--- src/rtl/demapper_ctrl_wifi.sv ---
// demapper_ctrl_wifi
// Frame sequencer between the 64-point FFT output and the constellation
// demapper bank. Latches modulation and symbol count at frame start, tracks
// the subcarrier index of the incoming bin stream, drops DC/pilot/null bins,
// steers the 48 data bins of each OFDM symbol to one demapper through a
// one-hot valid, and flags symbol and frame completion downstream.

module demapper_ctrl_wifi #(
  parameter int DATA_W = 12,
  parameter int NUM_SC = 64,
  parameter int SYM_W  = 12
) (
  input  logic              clk,
  input  logic              rst,
  input  logic              i_start,
  input  logic              i_abort,
  input  logic [1:0]        i_mod_sel,
  input  logic [SYM_W-1:0]  i_num_sym,
  input  logic              i_valid_in,
  input  logic [DATA_W-1:0] i_data_in_real,
  input  logic [DATA_W-1:0] i_data_in_imag,
  output logic [3:0]        o_demap_valid,
  output logic [DATA_W-1:0] o_data_out_real,
  output logic [DATA_W-1:0] o_data_out_imag,
  output logic [8:0]        o_bits_per_sym,
  output logic              o_busy,
  output logic              o_sym_done,
  output logic              o_frame_done,
  output logic [SYM_W-1:0]  o_sym_cnt
);

  // Index of the last bin of a symbol; bin 63 is always a data bin.
  localparam logic [5:0]       LAST_SC = 6'(NUM_SC - 1);
  localparam logic [SYM_W-1:0] SYM_ONE = SYM_W'(1);

  typedef enum logic {
    ST_IDLE = 1'b0,
    ST_RUN  = 1'b1
  } state_t;

  // Data bins are everything except DC (0), pilots (7, 21, 43, 57) and the
  // guard/null band 27..37 -- 48 bins per symbol.
  function automatic logic f_is_data(input logic [5:0] idx);
    logic null_band;
    null_band = (idx >= 6'd27) && (idx <= 6'd37);
    return !(null_band || idx == 6'd0 || idx == 6'd7 || idx == 6'd21 ||
             idx == 6'd43 || idx == 6'd57);
  endfunction

  // Demapper select: bit0 BPSK, bit1 QPSK, bit2 16-QAM, bit3 64-QAM.
  function automatic logic [3:0] f_onehot(input logic [1:0] mod);
    return 4'b0001 << mod;
  endfunction

  // Coded bits per OFDM symbol: 48 data bins times bits per subcarrier.
  function automatic logic [8:0] f_bits(input logic [1:0] mod);
    logic [8:0] bits;
    case (mod)
      2'b00:   bits = 9'd48;
      2'b01:   bits = 9'd96;
      2'b10:   bits = 9'd192;
      default: bits = 9'd288;
    endcase
    return bits;
  endfunction

  // FSM and frame context
  state_t              r_state;
  state_t              w_state_next;
  logic [1:0]          r_mod;
  logic [SYM_W-1:0]    r_num_sym;
  logic [8:0]          r_bits_per_sym;
  logic [5:0]          r_sc_idx;
  logic [SYM_W-1:0]    r_sym_cnt;

  // Registered outputs toward the demappers / decoder control
  logic [3:0]          r_demap_valid;
  logic [DATA_W-1:0]   r_data_real;
  logic [DATA_W-1:0]   r_data_imag;
  logic                r_sym_done;
  logic                r_frame_done;

  // Decoded per-cycle events
  logic                w_in_run;
  logic                w_start_frame;
  logic                w_accept;
  logic                w_capture;
  logic                w_last_bin;
  logic [SYM_W-1:0]    w_sym_cnt_inc;
  logic                w_frame_end;

  // Next values of the registered outputs and counters
  logic [5:0]          w_sc_idx_next;
  logic [SYM_W-1:0]    w_sym_cnt_next;
  logic [3:0]          w_demap_valid_next;
  logic                w_sym_done_next;
  logic                w_frame_done_next;

  // Event decode: abort takes priority over any sample in the same cycle,
  // so an aborted bin is never accepted and never completes a symbol.
  always_comb begin
    w_in_run      = (r_state == ST_RUN);
    w_start_frame = (r_state == ST_IDLE) && i_start && (i_num_sym != '0);
    w_accept      = w_in_run && i_valid_in && !i_abort;
    w_capture     = w_accept && f_is_data(r_sc_idx);
    w_last_bin    = w_accept && (r_sc_idx == LAST_SC);
    w_sym_cnt_inc = r_sym_cnt + SYM_ONE;
    w_frame_end   = w_last_bin && (w_sym_cnt_inc == r_num_sym);
  end

  // State register
  always_ff @(posedge clk or posedge rst) begin
    if (rst) begin
      r_state <= ST_IDLE;
    end else begin
      // NOTE: every clocked assignment uses <= so all registers sample the
      // same pre-edge values regardless of statement or block order.
      r_state <= w_state_next;
    end
  end

  // Next-state logic: a frame runs until its last symbol completes or abort
  always_comb begin
    // NOTE: a default before the case gives every path an assignment, so
    // no latch is inferred for combinational outputs.
    w_state_next = r_state;
    case (r_state)
      ST_IDLE: if (w_start_frame) w_state_next = ST_RUN;
      ST_RUN:  if (i_abort || w_frame_end) w_state_next = ST_IDLE;
      default: w_state_next = ST_IDLE;
    endcase
  end

  // Output logic: next values of the strobes, bin index and symbol counter
  always_comb begin
    w_sc_idx_next      = r_sc_idx;
    w_sym_cnt_next     = r_sym_cnt;
    w_demap_valid_next = 4'b0000;
    w_sym_done_next    = 1'b0;
    w_frame_done_next  = 1'b0;
    case (r_state)
      ST_IDLE: begin
        if (i_start) begin
          // A zero-length frame completes at once without entering RUN.
          w_sc_idx_next     = 6'd0;
          w_sym_cnt_next    = '0;
          w_frame_done_next = (i_num_sym == '0);
        end
      end
      ST_RUN: begin
        if (i_abort) begin
          w_sc_idx_next = 6'd0;
        end else if (i_valid_in) begin
          w_sc_idx_next = r_sc_idx + 6'd1;
          if (w_capture) w_demap_valid_next = f_onehot(r_mod);
          if (w_last_bin) begin
            w_sym_done_next   = 1'b1;
            w_sym_cnt_next    = w_sym_cnt_inc;
            w_frame_done_next = w_frame_end;
          end
        end
      end
      default: ;
    endcase
  end

  // Control registers: bin index, symbol count and completion strobes
  always_ff @(posedge clk or posedge rst) begin
    if (rst) begin
      r_sc_idx      <= 6'd0;
      r_sym_cnt     <= '0;
      r_demap_valid <= 4'b0000;
      r_sym_done    <= 1'b0;
      r_frame_done  <= 1'b0;
    end else begin
      r_sc_idx      <= w_sc_idx_next;
      r_sym_cnt     <= w_sym_cnt_next;
      r_demap_valid <= w_demap_valid_next;
      r_sym_done    <= w_sym_done_next;
      r_frame_done  <= w_frame_done_next;
    end
  end

  // Frame context: latched only when a non-empty frame is started from IDLE
  always_ff @(posedge clk or posedge rst) begin
    if (rst) begin
      r_mod          <= 2'b00;
      r_num_sym      <= '0;
      r_bits_per_sym <= 9'd0;
    end else if (w_start_frame) begin
      r_mod          <= i_mod_sel;
      r_num_sym      <= i_num_sym;
      r_bits_per_sym <= f_bits(i_mod_sel);
    end
  end

  // Sample register: loads data bins only, otherwise holds the last value
  always_ff @(posedge clk or posedge rst) begin
    if (rst) begin
      r_data_real <= '0;
      r_data_imag <= '0;
    end else if (w_capture) begin
      r_data_real <= i_data_in_real;
      r_data_imag <= i_data_in_imag;
    end
  end

  assign o_demap_valid   = r_demap_valid;
  assign o_data_out_real = r_data_real;
  assign o_data_out_imag = r_data_imag;
  assign o_bits_per_sym  = r_bits_per_sym;
  assign o_busy          = w_in_run;
  assign o_sym_done      = r_sym_done;
  assign o_frame_done    = r_frame_done;
  assign o_sym_cnt       = r_sym_cnt;

endmodule

--- config.mk ---
export PLATFORM = sky130hd
export DESIGN_NAME = demapper_ctrl_wifi
export DESIGN_NICKNAME = d
export VERILOG_FILES = /design/src/rtl/demapper_ctrl_wifi.sv
export SDC_FILE = /design/constraint.sdc
export NUM_CORES = 1
export LEC_CHECK = 0
export BUFFER_PORTS_ARGS = -buffer_cell sky130_fd_sc_hd__buf_2
export CAP_MARGIN = 40
export CELL_PAD_IN_SITES_DETAIL_PLACEMENT = 1
export CELL_PAD_IN_SITES_GLOBAL_PLACEMENT = 1
export CORE_MARGIN = 2
export CORE_UTILIZATION = 35
export CTS_BUF_LIST = sky130_fd_sc_hd__clkbuf_4 sky130_fd_sc_hd__clkbuf_8
export DETAILED_ROUTE_END_ITERATION = 10
export PLACE_DENSITY_LB_ADDON = 0.1
export SYNTH_ARGS = -nofsm -noshare
export SYNTH_HDL_FRONTEND = slang
export SYNTH_SLANG_ARGS = --single-unit
--- constraint.sdc ---
create_clock -name clk -period 5.47 [get_ports clk]
set_clock_uncertainty 0.05 [all_clocks]
set_input_delay 0.547 -clock clk [delete_from_list [all_inputs] [get_ports clk]]
set_output_delay 0.547 -clock clk [all_outputs]
set_load 0.02 [all_outputs]
==> impl_metrics.yaml <==
synthesis:
  synthArstFlopShare: 1.00
  synth_flop_cell: "dfrtp_1"
  synth.ff_latch_count: 68
  ys_warn_count: 0
  yosys.area.top_type_share: 0.524
  synth.distinct_cells: 41
  ys_seq_area_frac: 0.524
  netlist_instances: 283
  yosysMostFrequentCell: "dfrtp_1"
  synth.avg_cell_area_um2: 11.5
  synth_common_cells: "68 x dfrtp_1, 39 x mux2_2, 21 x nand2_1, 21 x o21ai_0, 15 x xnor2_1"
  synth_area_leader_cell: "dfrtp_1"
  synth-edff-count: 0
  synth.cell_area_um2: 3250
  ys_top_cells_by_area: "dfrtp_1 52%, mux2_2 14%, xnor2_1 4.0%"
global_route:
  grt_pass1_wl_mm: 12.9
  antenna_found_initial: 0
  grt_pass1_vias: 2463
  grt_overflow: 0
  grt_usage: 0.167
  grt_max_degree: 60
final_layout:
  final_layout_size_suffix_gt1_frac: 0.408
  final_cells: 491
  area.growth.synth_to_final_pct: 25.0
  finalNetCount: 427
  insertedDiodeCount: 0
  fill_cells: 1038
  post-route-util: 0.446
  fin_area_um2: 4060
setup_path:
  rr_worst_depth: 7
  crit_family: "simple AND/OR/NAND/NOR gates"
  cp_slowest_cell: "dfrtp_1"
  max_stage_delay_ns: 0.51
  cp-end-kind: "register"
  arrival_ns: 2.66
  reg2reg_slack_ns: 2.99
  crit_buf_inv: 0
  critPathRequiredTime_ns: 5.65
  rr_endpoint: "o_busy"
  setup.worst_path.class: "reg -> reg"
  rr_startpoint: "o_sym_cnt[0]"
  startpoint: "o_sym_cnt[0]"
  critPathMaxFanout: 8
  worst_setup_path_start_kind: "register"
  crit_chain: "ha_1, and3_1, nand3_1, nor3_2, xnor2_1, nand4_1, a31o_1"
floorplan:
  die_y_um: 100
  placeableCoreArea_um2: 9110
  fp-row-count: 35
  io_pins: 95
  initial_core_util: 0.356
  die_w_um: 100
  design.die.area_um2: 10100
cts:
  ctsResizeCount: 0
  cts_sinks: 68
  insertion_delay_ns: 0.34
  cts.htree.levels: 3
  cts-buffers-inserted: 9
  postCtsSetupBuffers: 0
  cts_tree: "built"
  cts_root_buf: "clkbuf_8"
  ctsHoldBuffers: 0
  clk_pin_slew_ns: 0.08
  clk_path_buf_depth: 2
sta:
  worst_slack_ns: 2.99
  setup_viol: 0
  slew_headroom: 0.523
  fmax_mhz: 404
  fin_crit_sh: 0.453
  fin_tns_setup_ns: 0
  hold_ws_ns: 0.133
  grt_setup_unrepaired: "no"
  final_max_slew_viol_count: 0
  worst_slew_pin_slew_ns: 0.715
  finalHoldViolations: 0
  min_period_ns: 2.48
route:
  top_layer_used: "met4"
  dr_wl_met2_mm: 3.90
  drtPass1Iterations: 4
  wl_met1_mm: 3.79
  totalWireLength_mm: 8.10
  drc_errors: 0
  antenna_left: 0
  viasPerCell: 4.93
  wl_met3_um: 365
  num_vias: 2422
  drt-wirelength-per-cell_um: 16.5
  drt_iter0_markers: 70
flow_run:
  maxCapViolCount: 0
pwr:
  ir_drop_v: 0.000147
  total_power_mw: 1.64
  powerDensity_nw_per_um2: 405
  leakagePower_nw: 2.01
place:
  gp_congestion: 0.806
  numPortBuffers: 90
  dpl.hpwl_mm: 6.00
  dpl_worst_slack_ns: 2.95
  placed_area_um2: 3800
  dp.cells: 476
run_status:
  status: "completed"
worst_hold_path:
  hp-class: "in -> async"
-- registers in the layout (all words and copies together), names as in the netlist --
| name | count |
|---|---|
| o_data_out_imag | 12 |
| o_frame_done | 1 |
| r_sc_idx | 6 |
| o_demap_valid | 4 |
| o_sym_cnt | 12 |
| o_data_out_real | 12 |
| o_bits_per_sym | 5 |
| o_busy | 1 |
| r_mod | 2 |
| o_sym_done | 1 |
| r_num_sym | 12 |
-- worst max path at each step --
stage,endpoint,slack [ns],depth (start not counted)
6_report,o_busy,2.99,7
3_5_place_dp,o_busy,2.95,7
3_3_place_gp,o_busy,2.94,7
4_1_cts,o_busy,3.00,7
5_1_grt,o_sym_cnt[6],2.75,7
2_1_floorplan,o_bits_per_sym[4],3.16,1
-- worst register-to-register path, cell delays in order, from the launching register on --
cell and delay [ns]:
dfrtp_1 0.51, ha_1 0.29, and3_1 0.33, nand3_1 0.23
nor3_2 0.33, xnor2_1 0.17, nand4_1 0.21, a31o_1 0.27
-- routing by layer --
| layer | vias to the layer above | track usage |
|---|---|---|
| li1 | 1162 | - |
| met1 | 1204 | 0.231 |
| met2 | 52 | 0.258 |
| met3 | 4 | 0.0446 |
| met4 | 0 | 0.0474 |
| met5 | - | 0 |
-- area by class of cell --
cell class	count	area, um2	share of cell area
sequential	68	1700	0.419
multi-input combinational	194	1430	0.351
timing repair buffer	93	493	0.121
tap	111	139	0.0342
clock inverter	6	138	0.0339
clock buffer	9	124	0.0305
inverter	10	37.5	0.00925
-- cells by family (layout without fill, tap and decap cells) --
family | after synthesis | after routing | share of synthesized area
AO/OA/AOI/OAI | 40 | 40 | 0.0755
XOR/XNOR | 24 | 24 | 0.0647
adder cells (fa/ha/maj) | 8 | 8 | 0.0308
buffers and inverters | 24 | 118 | 0.0401
flip-flops | 68 | 68 | 0.524
multiplexers | 40 | 40 | 0.138
other | 1 | 4 | 0.00115
AND/OR/NAND/NOR | 78 | 78 | 0.125
-- where the power goes --
| group | internal (mW) | leakage (nW) | switching (mW) |
|---|---|---|---|
| combinational | 0.184 | 1.01 | 0.235 |
| clock | 0.348 | 0.129 | 0.199 |
| sequential | 0.615 | 0.874 | 0.0612 |
| total | 1.15 | 2.01 | 0.496 |
-- placed cells by master (no fill, tap or decap), drive strengths merged, types with 5 or more instances in the layout --
| cell type | n |
|---|---|
| buf | 93 |
| dfrtp | 68 |
| mux2 | 39 |
| nand2 | 22 |
| o21ai | 22 |
| xnor2 | 15 |
| nor2 | 14 |
| inv | 10 |
| nand3 | 9 |
| xor2 | 9 |
| clkbuf | 9 |
| ha | 8 |
| and3 | 8 |
| nor4 | 6 |
| o31ai | 5 |
No activity file was read; power rests on OpenSTA's default activity.
